$ cat src/rtl/scan_motion_pkg.sv
// rtl/scan_motion_pkg.sv - States, direction encodings and default timing for the scan motion sequencer
package scan_motion_pkg;

  localparam logic [2:0] ST_IDLE      = 3'd0;
  localparam logic [2:0] ST_HOME      = 3'd1;
  localparam logic [2:0] ST_SETTLE    = 3'd2;
  localparam logic [2:0] ST_FIRST_ROW = 3'd3;
  localparam logic [2:0] ST_SCAN      = 3'd4;
  localparam logic [2:0] ST_TRAVERSE  = 3'd5;
  localparam logic [2:0] ST_FINISHED  = 3'd6;
  localparam logic [2:0] ST_FAULT     = 3'd7;

  localparam logic DIR_UP   = 1'b1;
  localparam logic DIR_DOWN = 1'b0;

  localparam int DEF_STEP_DIV        = 1024;
  localparam int DEF_PULSE_WIDTH     = 64;
  localparam int DEF_DIR_SETUP       = 32;
  localparam int DEF_FIRST_ROW_STEPS = 550;
  localparam int DEF_ROW_STEPS       = 300;
  localparam int DEF_NUM_ROWS        = 16;
  localparam int DEF_HOME_MAX_STEPS  = 65535;

endpackage

$ cat src/rtl/step_pulse_gen.sv
// rtl/step_pulse_gen.sv - Step period divider and fixed-width step pulse generator
module step_pulse_gen
  import scan_motion_pkg::*;
#(
  parameter int STEP_DIV    = DEF_STEP_DIV,
  parameter int PULSE_WIDTH = DEF_PULSE_WIDTH
) (
  input  logic clk,
  input  logic reset,
  input  logic enable,
  input  logic clear,
  output logic step,
  output logic stepTick
);

  localparam int DW = $clog2(STEP_DIV);
  localparam logic [DW-1:0] DIV_LAST  = DW'(STEP_DIV - 1);
  localparam logic [DW-1:0] HOLD_LAST = DW'(PULSE_WIDTH - 1);

  logic [DW-1:0] divCount;
  logic [DW-1:0] holdCount;

  assign stepTick = enable && !clear && (divCount == DIV_LAST);

  // A pulse outlives its enable so the driver always sees full width; only clear truncates it.
  always_ff @(posedge clk or negedge reset) begin
    if (!reset) begin
      divCount  <= '0;
      holdCount <= '0;
      step      <= 1'b0;
    end else begin
      if (!enable || clear || stepTick) divCount <= '0;
      else divCount <= divCount + 1'b1;

      if (clear) begin
        step      <= 1'b0;
        holdCount <= '0;
      end else if (stepTick) begin
        step      <= 1'b1;
        holdCount <= HOLD_LAST;
      end else if (step) begin
        if (holdCount == '0) step <= 1'b0;
        else holdCount <= holdCount - 1'b1;
      end
    end
  end

endmodule

$ cat src/rtl/scan_motion_sequencer.sv
// rtl/scan_motion_sequencer.sv - Homes the scan head, then steps row by row handing each row to the selector
module scan_motion_sequencer
  import scan_motion_pkg::*;
#(
  parameter int STEP_DIV        = DEF_STEP_DIV,
  parameter int PULSE_WIDTH     = DEF_PULSE_WIDTH,
  parameter int DIR_SETUP       = DEF_DIR_SETUP,
  parameter int FIRST_ROW_STEPS = DEF_FIRST_ROW_STEPS,
  parameter int ROW_STEPS       = DEF_ROW_STEPS,
  parameter int NUM_ROWS        = DEF_NUM_ROWS,
  parameter int HOME_MAX_STEPS  = DEF_HOME_MAX_STEPS
) (
  input  logic       clk,
  input  logic       reset,
  input  logic       start,
  input  logic       abort,
  input  logic       limitSwitch,
  input  logic       selectorComplete,
  output logic       startSelector,
  output logic       direction,
  output logic       step,
  output logic [7:0] rowIndex,
  output logic       busy,
  output logic       done,
  output logic       fault
);

  localparam logic [15:0] HOME_TGT    = 16'(HOME_MAX_STEPS);
  localparam logic [15:0] FIRST_TGT   = 16'(FIRST_ROW_STEPS);
  localparam logic [15:0] ROW_TGT     = 16'(ROW_STEPS);
  localparam logic [15:0] SETTLE_LAST = 16'(DIR_SETUP - 1);
  localparam logic [7:0]  LAST_ROW    = 8'(NUM_ROWS - 1);

  logic [2:0]  state;
  logic [15:0] stepCount;
  logic [15:0] settleCnt;
  logic        limitMeta;
  logic        limitSync;
  logic        motionOn;
  logic        stepTick;

  always_ff @(posedge clk or negedge reset) begin
    if (!reset) begin
      limitMeta <= 1'b0;
      limitSync <= 1'b0;
    end else begin
      limitMeta <= limitSwitch;
      limitSync <= limitMeta;
    end
  end

  // Motion drops in the same cycle a target or the home switch is seen, so no extra step escapes.
  always_comb begin
    motionOn = 1'b0;
    if (!abort) begin
      case (state)
        ST_HOME:      motionOn = !limitSync && (stepCount != HOME_TGT);
        ST_FIRST_ROW: motionOn = (stepCount != FIRST_TGT);
        ST_TRAVERSE:  motionOn = (stepCount != ROW_TGT);
        default:      motionOn = 1'b0;
      endcase
    end
  end

  step_pulse_gen #(
    .STEP_DIV    (STEP_DIV),
    .PULSE_WIDTH (PULSE_WIDTH)
  ) u_pulse (
    .clk      (clk),
    .reset    (reset),
    .enable   (motionOn),
    .clear    (abort),
    .step     (step),
    .stepTick (stepTick)
  );

  always_ff @(posedge clk or negedge reset) begin
    if (!reset) begin
      state         <= ST_IDLE;
      stepCount     <= '0;
      settleCnt     <= '0;
      rowIndex      <= '0;
      direction     <= DIR_UP;
      startSelector <= 1'b0;
    end else begin
      startSelector <= 1'b0;
      settleCnt     <= (state == ST_SETTLE && !abort) ? settleCnt + 16'd1 : '0;

      if (!motionOn) stepCount <= '0;
      else if (stepTick) stepCount <= stepCount + 16'd1;

      if (abort) begin
        state <= ST_IDLE;
      end else begin
        case (state)
          ST_IDLE, ST_FINISHED, ST_FAULT: begin
            if (start) begin
              state     <= ST_HOME;
              rowIndex  <= '0;
              direction <= DIR_UP;
            end
          end
          ST_HOME: begin
            if (limitSync) begin
              direction <= DIR_DOWN;
              state     <= ST_SETTLE;
            end else if (stepCount == HOME_TGT) begin
              state <= ST_FAULT;
            end
          end
          ST_SETTLE: if (settleCnt == SETTLE_LAST) state <= ST_FIRST_ROW;
          ST_FIRST_ROW: begin
            if (stepCount == FIRST_TGT) begin
              state         <= ST_SCAN;
              startSelector <= 1'b1;
            end
          end
          ST_TRAVERSE: begin
            if (stepCount == ROW_TGT) begin
              state         <= ST_SCAN;
              startSelector <= 1'b1;
            end
          end
          ST_SCAN: begin
            if (selectorComplete) begin
              if (rowIndex == LAST_ROW) begin
                state <= ST_FINISHED;
              end else begin
                rowIndex <= rowIndex + 8'd1;
                state    <= ST_TRAVERSE;
              end
            end
          end
          default: state <= ST_IDLE;
        endcase
      end
    end
  end

  assign busy  = (state != ST_IDLE) && (state != ST_FINISHED) && (state != ST_FAULT);
  assign done  = (state == ST_FINISHED);
  assign fault = (state == ST_FAULT);

endmodule

$ cat config.mk
export PLATFORM = sky130hd
export DESIGN_NAME = scan_motion_sequencer
export DESIGN_NICKNAME = d
export VERILOG_FILES = /design/src/rtl/scan_motion_pkg.sv /design/src/rtl/step_pulse_gen.sv /design/src/rtl/scan_motion_sequencer.sv
export SDC_FILE = /design/constraint.sdc
export NUM_CORES = 1
export LEC_CHECK = 0
export ABC_AREA = 1
export CAP_MARGIN = 20
export CORE_UTILIZATION = 55
export DETAILED_ROUTE_END_ITERATION = 12
export DONT_BUFFER_PORTS = 1
export PLACE_DENSITY = 0.82
export SETUP_SLACK_MARGIN = 0.05
export SKIP_CTS_REPAIR_TIMING = 1
export SYNTH_ARGS = -nofsm -noshare
export SYNTH_HDL_FRONTEND = slang
export SYNTH_SLANG_ARGS = --single-unit
$ cat constraint.sdc
create_clock -name clk -period 3.3 [get_ports clk]
set_input_delay 0.66 -clock clk [delete_from_list [all_inputs] [get_ports clk]]
set_output_delay 0.66 -clock clk [all_outputs]
set_load 0.02 [all_outputs]
-- Yosys cells after proc, flatten, opt, wreduce, memory -nomap -nowiden
Cells that the tools add are included.
- register bits: 68
- output and inout bits: 14
- $add $sub $neg: 5
- eq/ne operators: 30
- muxes and demuxes: 35
- bitwise gates (word level): 1
- reduce and logical (&&, ||, !) cells: 22
- operators with widths (operator ; number):
    10-bit two-way mux ; 5
    16-bit two-way mux ; 3
    16-bit by 1-bit adder with 16-bit output, second input constant ; 2
    3-bit two-way mux ; 8
    8-bit two-way mux ; 3
    3-bit inequality test, second input constant ; 6
    3-bit case mux with 6 select lines ; 1
    16-bit by 10-bit equality test with 1-bit output, second input constant ; 1
    16-bit equality test, second input constant ; 1
    16-bit by 5-bit equality test with 1-bit output, second input constant ; 1
    16-bit by 9-bit equality test with 1-bit output, second input constant ; 1
    16-bit by 10-bit inequality test with 1-bit output, second input constant ; 1
    16-bit inequality test, second input constant ; 1
    16-bit by 9-bit inequality test with 1-bit output, second input constant ; 1
    8-bit case mux with 2 select lines ; 1
    3-bit equality test, second input constant ; 4
    10-bit by 1-bit adder with 10-bit output, second input constant ; 1
    10-bit equality test, second input constant ; 1
    10-bit logical NOT ; 1
    1-bit two-way mux ; 10
    2-bit inequality test, second input constant ; 5
    10-bit by 1-bit subtractor with 10-bit output, second input constant ; 1
    8-bit by 1-bit adder with 8-bit output, second input constant ; 1
    8-bit by 4-bit equality test with 1-bit output, second input constant ; 1
    19 further kinds ; 32

-- Longest topological paths before layout
Gate-level depths: netlist of run 1.
- depth in word-level cells: 8
- depth in mapped cells: 13

-- By module
From an unflattened synthesis of run 1, not the netlist that was laid out.
- cells, all modules: 580
- area, all modules: 4152.7 µm²
- by module, submodules not included (module ; instances ; cells each ; area each (µm²)):
    scan_motion_sequencer ; 1 ; 415 ; 2951.6
    step_pulse_gen ; 1 ; 165 ; 1201.2

-- Least setup slack after synthesis of run 1
No wires, ideal clock.
- path type: input -> register
- from: in abort
- to: reg state[0]
- setup time: 117 ps
- arrival: 1601 ps
- slack: 1582 ps
- stages on the path: 8
- path buffers: 1
- path through: buf_2 -> clkinv_1 -> nand3_1 -> nand2_1 -> nor2_1 -> nand2_1 -> nand2_1 -> nand2_1
- word-level cells in the longest chain between the ends: 2
- elaborated cells between the ends (all ways): 8
- classes of those cells: eq/ne: 6; mux: 1; reduce/logical: 1
- RTL lines (what ; RTL line ; text):
    from (decl) ; scan_motion_sequencer.sv:16 ; input logic abort,
    4-bit inequality test (no line) (tied with other cells) ; - ;
    6-bit AND reduction (no line) ; - ;
    to (signal assigned) ; scan_motion_sequencer.sv:79 ; state <= ST_IDLE;
    to (signal assigned) ; scan_motion_sequencer.sv:93 ; state <= ST_IDLE;
    to (signal assigned) ; scan_motion_sequencer.sv:98 ; state <= ST_HOME;
    to (decl) ; scan_motion_sequencer.sv:34 ; logic [2:0] state;
Several ways; a longest one is shown, not always the timed one.
A chain may end at the register's enable or synchronous reset.

-- Final worst setup path of run 1
- from: reg u_pulse.divCount[0]
- to: reg u_pulse.holdCount[0]
- word-level cells in the longest chain between the ends: 4
- elaborated cells between the ends (all ways): 7
- classes of those cells: eq/ne: 2; mux: 2; reduce/logical: 3
- RTL lines (what ; RTL line ; text):
    from (decl) ; step_pulse_gen.sv:20 ; logic [DW-1:0] divCount;
    from (signal assigned) ; step_pulse_gen.sv:33 ; else divCount <= divCount + 1'b1;
    10-bit equality test (*) ; step_pulse_gen.sv:23 ; assign stepTick = enable && !clear && (divCount == DIV_LAST);
    1-bit logical AND (*) ; step_pulse_gen.sv:23 ;
    3-bit by 2-bit inequality test with 1-bit output (no line) (tied with other cells) ; - ;
    2-bit AND reduction (no line) or 10-bit two-way mux (tied branches) ; - ;
    to (signal assigned) ; step_pulse_gen.sv:43 ; else holdCount <= holdCount - 1'b1;
    to (decl) ; step_pulse_gen.sv:21 ; logic [DW-1:0] holdCount;
Mark *: on every way between the ends. The rest lies on a longest branch, timed or not.

==> flow_summary.ini, run 1 <==
[power_and_ir_drop]
power_density_mw_per_mm2 = 489.4
power_w = 0.002074
vdd_ir_drop_max_v = 0.0002977
power.leakage_nw = 1.947

[layout]
fillers = 589
nets = 539
area_growth_pct = 8.419
antenna_cells = 0
drive_gt1_share_pct = 8.286

[clock_tree]
clk_pin_slew_ns = 0.07
cts_tree = yes
cts-root-buf = clkbuf_8
cts_buffers = 9
cts.sinks = 68
clock_latency_ns = 0.35
clk_path_buf_depth = 2
htreeDepth = 3

[routing]
drc_errors = 0
wire_per_inst_um = 12.80
dr.first_iter.drc_count = 321
dr.pass1.iters = 5
vias = 3409
viasPerCell = 5.437
routed_wl_um = 8025
ant_nets = 0

[die]
io_pins = 20
die_w_um = 86.30
dieHeight_um = 86.30
core_area_sq_mm = 0.006832
num_rows = 30
dieArea_sq_mm = 0.007448
initial_core_util_pct = 57.22

[worst_setup_path]
end_kind = flip-flop
path_class = flip-flop to flip-flop
rrSetupSlack_ns = 1.04
required_ns = 3.58
critPathMaxFanout = 23
cp_data_arrival_time_ns = 2.55
cp-start-kind = flip-flop

[logic_synthesis]
synth.avg_cell_area_sq_um = 7.531
ys_seq_area_share_pct = 43.57
synthCells = 519
async_reset_ff_share_pct = 100.0
ys_ff_latch = 68
synthTopCellsByArea = dfrtp_1 43%, nand2_1 11%, nor2_1 7.1%, inv_1 6.2%, nand3_1 5.0%
syn_nets = 532
synth_top_area_share_pct = 42.89
synth_area_leader_cell = dfrtp_1
synth_flop_cell = dfrtp_1
ys_types = 40
synth_edf_count = 0
synth_common_cells = 116 x nand2_1, 74 x nor2_1, 67 x dfrtp_1
yosys_warnings = 0
syn_area_sq_mm = 0.003909
synth_most_common_cell = nand2_1

[sta]
min_period_ns = 2.264
skew_ns = 0.01217
worst_slew_pin_slew_ns = 0.4946
slew_violations = 0
fin_tns_setup_ns = 0
hold_ws_ns = 0.1532
max_slew_margin_pct = 66.76
setup_violations = 0
rsz0062_at_grt = no
fmax_mhz = 441.7
hold_viol_final = 0
fin_crit_sh_pct = 68.60

[run_status]
status = finished clean

[global_routing]
antenna_found_initial = 0
grt_usage_pct = 23.60
grt_max_degree = 69
overflow = 0
grt_pass1_vias = 3310
grt_pass1_wl_um = 13950

[placed_design]
hpwlAfterDp_um = 5663
io_buffers = 0
gp_congestion = 0.8880

[flow_run]
max_cap_violations = 0

[worst_hold_path]
hold_path_class = input pin to asynchronous set/reset pin
## per-layer routing
layer	wire length, um	global-route usage (%)
met3	376	6.286
met2	3865	38.96
met1	3682	29.99
met4	101	8.485
met5	0	0
## cell usage in the layout (no fill, tap or decap), types with 5 or more instances in the layout
cell | Yosys | layout
inv_1 | 65 | 65
o21ai_0 | 15 | 15
nor2_1 | 74 | 74
inv_2 | 5 | 5
a21oi_1 | 25 | 25
nand3_1 | 39 | 39
nand2_1 | 116 | 116
clkbuf_8 | 0 | 9
nand4_1 | 17 | 17
dfrtp_1 | 67 | 67
nor3_1 | 23 | 23
ha_1 | 7 | 7
xor2_1 | 13 | 13
## final cells by class
| cell class | count | area, sq um | share of cell area (%) |
|---|---|---|---|
| clock inverter | 4 | 73.82 | 1.742 |
| clock buffer | 12 | 135.1 | 3.189 |
| timing repair buffer | 2 | 35.03 | 0.8267 |
| inverter | 72 | 271.5 | 6.407 |
| sequential | 68 | 1703 | 40.18 |
| tap | 96 | 120.1 | 2.834 |
| multi-input combinational | 373 | 1899 | 44.82 |
## power by group
part           leakage, nW  internal, W  total [W]  switching, W
registers            0.939     0.000873   0.000930     0.0000566
clock network        0.105     0.000426   0.000732      0.000306
logic                0.904     0.000111   0.000412      0.000301
total                 1.95      0.00141    0.00207      0.000663
## cells by family after synthesis
group	share of synthesized area, %
AOI/OAI and AO/OA	7.010
buffers and inverters	7.842
DFF	43.57
adders and majority gates	2.241
xor gates and xnor gates	3.809
and+or+nand+nor	35.53
## state kept, by name, indices dropped and copies added (netlist names), 3 cells and up
name and count:
state 3, u_pulse.divCount 10, u_pulse.holdCount 10, settleCnt 16, stepCount 16, rowIndex 8
## worst max-delay path: stages (launching register included)
cell and delay [ns]:
dfrtp_1 0.38, ha_1 0.18, nand2_1 0.06, nor2_1 0.21, nand4_2 0.26, inv_1 0.23, nand3_2 0.36, nand2_1 0.33
nand3_1 0.12, nand2_1 0.07
## stage by stage
stage,instance area [sq um],util [%],setup WS (ns),std cells
after floorplan,3909,-,1.582,519
after global placement,4001,58.57,1.224,610
after detailed placement,4001,58.57,1.078,610
after CTS,4210,61.63,1.061,626
after global routing,4238,62.03,0.7632,627
final,4238,62.03,1.036,627
## final timing paths
path	startpoint	end	cells past startpoint
worst max-delay path	u_pulse.divCount[0]$_DFF_PN0_	u_pulse.holdCount[0]$_DFFE_PN0P_	9
worst min-delay path	reset	direction$_DFFE_PN1P_	0
worst max register to register	u_pulse.divCount[0]$_DFF_PN0_	u_pulse.holdCount[0]$_DFFE_PN0P_	9
worst min register to register	limitMeta$_DFF_PN0_	limitSync$_DFF_PN0_	0
max in group asynchronous	reset	settleCnt[11]$_DFF_PN0_	1
min in group clk	limitSwitch	limitMeta$_DFF_PN0_	0
No activity file was read; power rests on OpenSTA's default activity.
==> inputs of run 2 (changes only) <==
Clock period 3.3 ns to 2.24 ns, I/O delays scaled along.
==> flow_summary.ini, run 2 (synthesis gave the netlist of run 1 again) <==
[global_routing]
overflow = 0
grt_max_degree = 69
antenna_found_initial = 0
grt_usage_pct = 23.42
grt_pass1_wl_um = 13660
grt_pass1_vias = 3227

[sta]
rsz0062_at_grt = no
timing.final.ws_setup_ns = 0.2554
hold_viol_final = 0
max_slew_margin_pct = 71.98
fmax_mhz = 503.9
slew_violations = 0
skew_ns = 0.007990
fin_crit_sh_pct = 88.60
setup_violations = 0
worst_slew_pin_slew_ns = 0.4181
fin_tns_setup_ns = 0
min_period_ns = 1.985

[die]
io_pins = 20
core_area_sq_mm = 0.006832
dieArea_sq_mm = 0.007448
initial_core_util_pct = 57.22
die_w_um = 86.30
num_rows = 30
dieHeight_um = 86.30

[layout]
fillers = 576
layout_commonest_cell = nand2_1
stdcell_count = 634
area_growth_pct = 9.027
seq_area_sq_mm = 0.001703
nets = 546
biggestRegsByFlops = settleCnt (16), stepCount (16)
drive_gt1_share_pct = 9.851
antenna_cells = 0
multi_input_area_sq_mm = 0.001899
design_area_sq_mm = 0.004262
final_cell_mix = 116 x nand2_1, 74 x nor2_1, 67 x dfrtp_1

[placed_design]
io_buffers = 0
dp.cells = 616
placed_area_sq_mm = 0.004046
hpwlAfterDp_um = 5598
gp_congestion = 0.8914
dp_slack_ns = 0.3159

[worst_setup_path]
worst-path-buf-inv = 1
cp_common_cell = nand2_1
cp_data_arrival_time_ns = 2.22
slowest_stage = dfrtp_1
required_ns = 2.47
crit_family = simple AND/OR/NAND/NOR gates
cpPeakStageDelay_ns = 0.38
cp-start-kind = flip-flop
critical_path.cell_chain = ha_1 -> nand2_1 -> nor2_1 -> nand4_2 -> buf_4 -> nor3_2 -> nand2_1 -> o21ai_0 -> a21oi_1
end_kind = flip-flop
reg2reg_depth = 9
cp_num_cells = 9
critPathMaxFanout = 6
path_class = flip-flop to flip-flop
rrSetupSlack_ns = 0.26

[routing]
drc_errors = 0
vias = 3387
dr.first_iter.drc_count = 264
viasPerCell = 5.342
wire_per_inst_um = 12.23
routed_wl_um = 7754
dr.pass1.iters = 5
ant_nets = 0

[flow_run]
max_cap_violations = 0

[power_and_ir_drop]
power.leakage_nw = 1.968
power_density_mw_per_mm2 = 676.6
vdd_ir_drop_max_v = 0.0003548
power_w = 0.002883

[clock_tree]
cts_buffers = 9
cts-root-buf = clkbuf_8
clk_path_buf_depth = 2
cts_tree = yes
htreeDepth = 3
cts.sinks = 68
clk_pin_slew_ns = 0.07
clock_latency_ns = 0.36

[worst_hold_path]
hold_depth = 0
hold_path_class = input pin to flip-flop

[run_status]
status = finished clean
run 2: cell count changes in the layout (fill, tap and decap cells not counted), sizes merged:
cell         change
buf              +6
bufinv           -2
clkbuf           -2
clkinv           +3
clkinvlp         +1
dlygate4sd3      +1
run 2: routing by layer:
metal	wire, um	vias up	part of all wire (%)	track usage [%]
met5	0	-	0	0
met4	110	0	1.4	9.545
met3	348	12	4.5	6.667
met2	3696	70	48	37.66
met1	3598	1595	46	29.84
li1	-	1710	-	-
run 2: through the flow:
step | utilization [%] | hold slack [ns]
after floorplan | - | 0.1524
after global routing | 62.38 | 0.09445
after detailed placement | 59.23 | 0.1569
after CTS | 61.83 | -0.2314
final | 62.38 | 0.1115
after global placement | 59.23 | 0.1565
run 2: power by group:
part,internal [W],switching [W]
Sequential,0.00129,0.0000850
Combinational,0.000169,0.000437
Clock,0.000428,0.000477
run 2: path summary, 6_finish.rpt:
path,start,end
hold reg to reg,limitMeta$_DFF_PN0_,limitSync$_DFF_PN0_
max in group asynchronous,reset,direction$_DFFE_PN1P_
min in group asynchronous,reset,stepCount[10]$_DFFE_PN0P_
hold / removal,limitSwitch,limitMeta$_DFF_PN0_
setup reg to reg,u_pulse.divCount[0]$_DFF_PN0_,stepCount[8]$_DFFE_PN0P_
setup / recovery,u_pulse.divCount[0]$_DFF_PN0_,stepCount[8]$_DFFE_PN0P_
run 2: area by class of cell:
cell class / instances / area share, %
clock inverters: 6 / 0.9395
well taps: 96 / 2.819
inverters: 72 / 6.371
multi-input cells: 373 / 44.57
flip-flops and latches: 68 / 39.96
repair buffers: 9 / 2.114
clock buffers: 10 / 3.230
